`config.mk`:
```
export PLATFORM = sky130hd
export DESIGN_NAME = uart_frame_tx
export DESIGN_NICKNAME = d
export VERILOG_FILES = /design/src/rtl/uart_frame_tx.sv
export SDC_FILE = /design/constraint.sdc
export NUM_CORES = 1
export LEC_CHECK = 0
export CAP_MARGIN = 20
export CORE_ASPECT_RATIO = 1.25
export CORE_UTILIZATION = 48
export CTS_CLUSTER_DIAMETER = 200
export CTS_CLUSTER_SIZE = 16
export DETAILED_ROUTE_END_ITERATION = 8
export PLACE_DENSITY = 0.7
export SLEW_MARGIN = 20
export SYNTH_ARGS = -nofsm -noshare
export SYNTH_HDL_FRONTEND = slang
export SYNTH_SLANG_ARGS = --single-unit
```
`constraint.sdc`:
```
create_clock -name CLK -period 4.8 [get_ports CLK]
set_input_delay 0.96 -clock CLK [delete_from_list [all_inputs] [get_ports CLK]]
set_output_delay 0.96 -clock CLK [all_outputs]
set_load 0.05 [all_outputs]
```
`src/rtl/uart_frame_tx.sv`:
```
// UART frame transmitter: 0x55/0xAA header, 16-bit timestamp, payload bytes, additive checksum.
// One start bit, 8 data bits LSB first, optional parity, one stop bit; characters sent back-to-back.
module uart_frame_tx #(
    parameter int OSC_FREQ   = 20_000_000,
    parameter int BAUD       = 115200,
    parameter bit PARITY_EN  = 1'b1,
    parameter bit PARITY_ODD = 1'b0,
    parameter int N_PAYLOAD  = 4
) (
    input  logic                   CLK,
    input  logic                   RST,
    input  logic                   Frame_Start,
    input  logic [15:0]            Frame_Ms,
    input  logic [8*N_PAYLOAD-1:0] Frame_Payload,
    output logic                   Tx_Out,
    output logic                   Tx_Busy,
    output logic                   Frame_Done,
    output logic                   Frame_Drop
);

    localparam int DIV   = OSC_FREQ / BAUD;
    localparam int CNT_W = $clog2(DIV);
    localparam int IDX_W = $clog2(N_PAYLOAD + 5);
    localparam logic [IDX_W-1:0] LAST_IDX = IDX_W'(N_PAYLOAD + 4);

    typedef enum logic [2:0] {IDLE, START, DATA, PARITY, STOP} state_t;

    state_t                   state_q, state_d;
    logic [CNT_W-1:0]         baud_cnt;
    logic [2:0]               bit_cnt;
    logic [2:0]               nxt_bit;
    logic [IDX_W-1:0]         byte_idx;
    logic [IDX_W-1:0]         next_idx;
    logic [7:0]               cur_byte;
    logic [7:0]               next_byte;
    logic [7:0]               chk;
    logic [15:0]              ms_q;
    logic [8*N_PAYLOAD-1:0]   pay_q;
    logic                     bit_end;
    logic                     tx_d;

    assign bit_end  = (baud_cnt == CNT_W'(DIV - 1));
    assign nxt_bit  = bit_cnt + 3'd1;
    assign next_idx = byte_idx + IDX_W'(1);
    assign Tx_Busy  = (state_q != IDLE);

    // Byte that follows the current one in the frame; the checksum slot reads the running sum.
    always_comb begin
        next_byte = 8'h55;
        if (next_idx == IDX_W'(1))
            next_byte = 8'hAA;
        else if (next_idx == IDX_W'(2))
            next_byte = ms_q[15:8];
        else if (next_idx == IDX_W'(3))
            next_byte = ms_q[7:0];
        else if (next_idx == LAST_IDX)
            next_byte = chk;
        for (int i = 0; i < N_PAYLOAD; i++) begin
            if (next_idx == IDX_W'(i + 4))
                next_byte = pay_q[8*i +: 8];
        end
    end

    always_comb begin
        state_d = state_q;
        tx_d    = Tx_Out;
        case (state_q)
            IDLE: begin
                tx_d = 1'b1;
                if (Frame_Start) begin
                    state_d = START;
                    tx_d    = 1'b0;
                end
            end
            START: begin
                if (bit_end) begin
                    state_d = DATA;
                    tx_d    = cur_byte[0];
                end
            end
            DATA: begin
                if (bit_end) begin
                    if (bit_cnt == 3'd7) begin
                        if (PARITY_EN) begin
                            state_d = PARITY;
                            tx_d    = (^cur_byte) ^ PARITY_ODD;
                        end else begin
                            state_d = STOP;
                            tx_d    = 1'b1;
                        end
                    end else begin
                        tx_d = cur_byte[nxt_bit];
                    end
                end
            end
            PARITY: begin
                if (bit_end) begin
                    state_d = STOP;
                    tx_d    = 1'b1;
                end
            end
            STOP: begin
                if (bit_end) begin
                    if (byte_idx == LAST_IDX) begin
                        state_d = IDLE;
                        tx_d    = 1'b1;
                    end else begin
                        state_d = START;
                        tx_d    = 1'b0;
                    end
                end
            end
            default: begin
                state_d = IDLE;
                tx_d    = 1'b1;
            end
        endcase
    end

    always_ff @(posedge CLK) begin
        if (!RST) begin
            state_q <= IDLE;
            Tx_Out  <= 1'b1;
        end else begin
            state_q <= state_d;
            Tx_Out  <= tx_d;
        end
    end

    // Acceptance restarts the baud phase and the checksum; later bytes add in as they are loaded.
    always_ff @(posedge CLK) begin
        if (!RST) begin
            baud_cnt   <= '0;
            bit_cnt    <= '0;
            byte_idx   <= '0;
            cur_byte   <= '0;
            chk        <= '0;
            ms_q       <= '0;
            pay_q      <= '0;
            Frame_Done <= 1'b0;
            Frame_Drop <= 1'b0;
        end else begin
            Frame_Done <= (state_q == STOP) && bit_end && (byte_idx == LAST_IDX);
            Frame_Drop <= Frame_Start && (state_q != IDLE);
            if (state_q == IDLE) begin
                baud_cnt <= '0;
                bit_cnt  <= '0;
                if (Frame_Start) begin
                    ms_q     <= Frame_Ms;
                    pay_q    <= Frame_Payload;
                    byte_idx <= '0;
                    cur_byte <= 8'h55;
                    chk      <= '0;
                end
            end else begin
                baud_cnt <= bit_end ? '0 : baud_cnt + CNT_W'(1);
                if (state_q == DATA && bit_end)
                    bit_cnt <= nxt_bit;
                if (state_q == STOP && bit_end && byte_idx != LAST_IDX) begin
                    byte_idx <= next_idx;
                    cur_byte <= next_byte;
                    if (next_idx >= IDX_W'(2) && next_idx < LAST_IDX)
                        chk <= chk + next_byte;
                end
            end
        end
    end

endmodule

```
==> flow_results.xml <==
<?xml version="1.0" encoding="UTF-8"?>
<metrics>
  <group name="setup_path">
    <metric name="crit_chain" unit="">ha_1 -&gt; nand2b_1 -&gt; nor3_2 -&gt; o21ai_1 -&gt; nand2_1 -&gt; a221oi_1 -&gt; a211oi_2 -&gt; ha_1 -&gt; nor2b_1 -&gt; a311oi_1 -&gt; nor3b_1 -&gt; a211oi_1 -&gt; or2_1 -&gt; o211ai_1</metric>
    <metric name="rrSetupSlack" unit="ns">0.51</metric>
    <metric name="end_kind" unit="">flop</metric>
    <metric name="timing.critical_path.required" unit="ns">5.07</metric>
    <metric name="critical-path-slowest-cell" unit="">ha_1</metric>
    <metric name="data_arrival_time_of_the_critical_path" unit="ns">4.56</metric>
    <metric name="crit_path_start_kind" unit="">flop</metric>
    <metric name="crit_fanout" unit="">15</metric>
    <metric name="worst_r2r_endpoint" unit="">chk[7]</metric>
    <metric name="worst_path_dominant_cell_family" unit="">compound AO/OA/AOI/OAI gates</metric>
    <metric name="worstReg2RegStart" unit="">byte_idx[0]</metric>
    <metric name="cpPeakStageDelay" unit="ns">0.54</metric>
    <metric name="critPathMostFrequentCell" unit="">ha_1</metric>
    <metric name="worst-setup-path-type" unit="">flop to flop</metric>
    <metric name="timing.reg2reg.worst_path_depth" unit="">14</metric>
    <metric name="critical_path_buf_inv_count" unit="">0</metric>
  </group>
  <group name="global_routing">
    <metric name="grt_antenna_before_repair" unit="">0</metric>
    <metric name="groute.usage.overall" unit="%">25.7</metric>
    <metric name="grt_pass1_vias" unit="">4196</metric>
    <metric name="wire_length_of_the_first_global_routing_pass" unit="mm">20.7</metric>
    <metric name="maximum_number_of_pins_on_one_net_before_global_route_repair" unit="">56</metric>
    <metric name="global_route.overflow_total" unit="">0</metric>
  </group>
  <group name="flow_run">
    <metric name="timing.max_cap.violations" unit="">0</metric>
  </group>
  <group name="yosys">
    <metric name="async_reset_ff_share" unit="%">0</metric>
    <metric name="synth.area.top_cells" unit="">dfxtp_1 (36%), nand2_1 (9.3%), a21boi_0 (8.3%), ha_1 (4.4%), nor2_1 (2.6%)</metric>
    <metric name="synth_enable_flop_cells" unit="">0</metric>
    <metric name="synthesis.area" unit="mm²">0.00478</metric>
    <metric name="yosys_warnings" unit="">0</metric>
    <metric name="net_count_after_synthesis" unit="">649</metric>
    <metric name="synthTopCellsByCount" unit="">nand2_1 (119), dfxtp_1 (85), a21boi_0 (53)</metric>
    <metric name="synth_cell_type_count" unit="">73</metric>
    <metric name="ys_seq_elements" unit="">85</metric>
    <metric name="main_flop_type_after_synthesis" unit="">dfxtp_1</metric>
    <metric name="gate_count_post_synth" unit="">580</metric>
    <metric name="seq_area_frac_synth" unit="%">35.6</metric>
    <metric name="synth_area_per_cell" unit="µm²">8.24</metric>
    <metric name="most_frequently_used_cell_type_in_the_post_synthesis_netlist" unit="">nand2_1</metric>
    <metric name="netlist.area_leader.share" unit="%">35.6</metric>
    <metric name="synth_top_cell_by_area" unit="">dfxtp_1</metric>
  </group>
  <group name="die">
    <metric name="die_area" unit="mm²">0.0104</metric>
    <metric name="boundaryPins" unit="">55</metric>
    <metric name="design.core.area" unit="mm²">0.00966</metric>
    <metric name="start_util" unit="%">49.5</metric>
    <metric name="core.rowCount" unit="">40</metric>
    <metric name="dieHeight" unit="µm">114</metric>
    <metric name="chip_width" unit="µm">91.3</metric>
  </group>
  <group name="cells_and_area">
    <metric name="stdcell_count" unit="">746</metric>
    <metric name="area_growth" unit="%">19.4</metric>
    <metric name="layout_cells_sized_above_1" unit="%">6.45</metric>
    <metric name="design.final.nets" unit="">684</metric>
    <metric name="insertedDiodeCount" unit="">0</metric>
  </group>
  <group name="place">
    <metric name="io_buffer_count" unit="">54</metric>
    <metric name="dp_cells" unit="">730</metric>
    <metric name="routabilityCongestion" unit="">0.953</metric>
    <metric name="post-dp-hpwl" unit="mm">9.25</metric>
  </group>
  <group name="sta">
    <metric name="setup_violations" unit="">0</metric>
    <metric name="tns" unit="ns">0</metric>
    <metric name="max_slew_margin_vs_limit" unit="%">45.2</metric>
    <metric name="finalCriticalPeriod" unit="ns">4.29</metric>
    <metric name="fmaxAchievable" unit="MHz">233</metric>
    <metric name="hold_slack" unit="ns">0.465</metric>
    <metric name="hold_violations" unit="">0</metric>
    <metric name="tightestPinTransition" unit="ns">0.822</metric>
    <metric name="post-route-period-util" unit="%">89.5</metric>
    <metric name="grt_setup_unrepaired" unit="">no</metric>
    <metric name="fin_skew" unit="ns">0.00797</metric>
    <metric name="timing.final.max_slew_violations" unit="">0</metric>
  </group>
  <group name="detailed_routing">
    <metric name="drt_drc_violations_left" unit="">0</metric>
    <metric name="detail-route-antenna-nets" unit="">0</metric>
    <metric name="routed_via_density" unit="">5.74</metric>
    <metric name="wl_per_cell" unit="µm">16.8</metric>
    <metric name="drtPass1Iterations" unit="">5</metric>
    <metric name="vias" unit="">4281</metric>
    <metric name="drt_iter0_markers" unit="">259</metric>
    <metric name="routed_wl" unit="mm">12.5</metric>
  </group>
  <group name="cts">
    <metric name="h_tree_lvl_count" unit="">3</metric>
    <metric name="clock-root-buffer" unit="">clkbuf_16</metric>
    <metric name="cts.path.max_buffers" unit="">2</metric>
    <metric name="clock_insertion_delay_worst_skew" unit="ns">0.35</metric>
    <metric name="numCtsBuffers" unit="">9</metric>
    <metric name="cts_tree" unit="">done</metric>
    <metric name="cts.repair_timing.setup_buffer_count" unit="">0</metric>
    <metric name="postCtsResizedCells" unit="">0</metric>
    <metric name="holdBufCountCts" unit="">0</metric>
    <metric name="worst_setup_hold_path_clk_slew" unit="ns">0.06</metric>
    <metric name="cts_sinks" unit="">85</metric>
  </group>
  <group name="min_path">
    <metric name="hold_path_end" unit="">pay_q[4]</metric>
    <metric name="hold-path-cell-count" unit="">2</metric>
    <metric name="holdCritPathClass" unit="">flop to flop</metric>
    <metric name="hp-start" unit="">pay_q[4]</metric>
  </group>
  <group name="pwr">
    <metric name="power.density" unit="mW/mm²">303</metric>
    <metric name="leakage" unit="nW">2.04</metric>
    <metric name="worst_ir_drop_vdd" unit="mV">0.159</metric>
  </group>
  <group name="status">
    <metric name="status" unit="">complete, no violations</metric>
  </group>
</metrics>
worst register-to-register path: stages, from the launching register on:
cell and delay [ns]:
dfxtp_1 0.53, ha_1 0.54, nand2b_1 0.25, nor3_2 0.09
o21ai_1 0.39, nand2_1 0.26, a221oi_1 0.32, a211oi_2 0.17
ha_1 0.35, nor2b_1 0.15, a311oi_1 0.36, nor3b_1 0.30
a211oi_1 0.10, or2_1 0.24, o211ai_1 0.16
routing by layer:
layer	vias to the layer above	global-route usage (%)	routed length, µm
li1	2107	-	-
met1	2009	30.4	5280
met2	135	44.6	6230
met3	30	3.53	559
met4	0	14.8	474
met5	-	0	0
kinds of logic after synthesis:
| group | after synthesis | synth area share, % |
|---|---|---|
| adders and majority gates | 18 | 4.87 |
| DFF | 85 | 35.6 |
| muxes | 9 | 2.41 |
| buffers and inverters | 57 | 4.81 |
| and+or+nand+nor | 238 | 23.6 |
| AOI/OAI and AO/OA | 153 | 25.1 |
| xor gates and xnor gates | 20 | 3.66 |
layout make-up:
| type | instances | area [µm²] |
|---|---|---|
| Clock buffer | 12 | 246 |
| Clock inverter | 4 | 95.1 |
| Fill cell | 900 | 3950 |
| Inverter | 21 | 78.8 |
| Multi-Input combinational cell | 438 | 2850 |
| Sequential cell | 85 | 1700 |
| Tap cell | 126 | 158 |
| Timing Repair Buffer | 60 | 581 |
metrics by stage:
| stage | util, % | total power, mW | setup slack [ns] | instance area [µm²] |
|---|---|---|---|---|
| floorplan | - | 0.868 | 1.16 | 4780 |
| global placement | 55.6 | 0.943 | 0.658 | 5370 |
| detailed placement | 55.6 | 0.946 | 0.600 | 5370 |
| CTS | 59.1 | 1.74 | 0.557 | 5710 |
| global route | 59.1 | 1.79 | 0.0548 | 5710 |
| finish | 59.1 | 1.73 | 0.506 | 5710 |
registers in the layout, indices dropped and copies added (netlist names):
name	count
Frame_Done	1
cur_byte	8
pay_q	32
chk	8
ms_q	16
baud_cnt	8
byte_idx	4
state_q	3
Tx_Out	1
Frame_Drop	1
bit_cnt	3
worst max-delay path by stage:
stage	start	end	slack, ns	cells past startpoint
floorplan	byte_idx[0]	chk[7]	1.16	14
global placement	byte_idx[0]	chk[7]	0.66	15
detailed placement	byte_idx[0]	chk[7]	0.60	14
CTS	byte_idx[0]	chk[7]	0.56	14
global route	byte_idx[0]	chk[7]	0.05	15
finish	byte_idx[0]	chk[7]	0.51	14
cells in the final DEF (no fill, tap or decap), types with 6 or more instances in the layout:
master	count
a211oi_1	7
a21boi_0	53
a21oi_1	14
a221oi_1	8
and2_1	8
buf_4	6
clkbuf_16	9
clkdlybuf4s50_1	53
dfxtp_1	85
ha_1	17
inv_1	21
mux2i_1	7
nand2_1	119
nand3_1	22
nor2_1	33
nor2b_1	12
nor3_1	6
o21a_1	10
o21ai_0	10
xnor2_1	11
xor2_1	9
report_power, final:
part / internal, mW / total [mW] / switching (mW) / leakage [nW]
Clock: 0.522 / 0.798 / 0.276 / 0.167
Combinational: 0.0823 / 0.163 / 0.0812 / 1.18
Sequential: 0.738 / 0.766 / 0.0284 / 0.694
Total: 1.34 / 1.73 / 0.386 / 2.04
(Power assumes the default switching activity.)
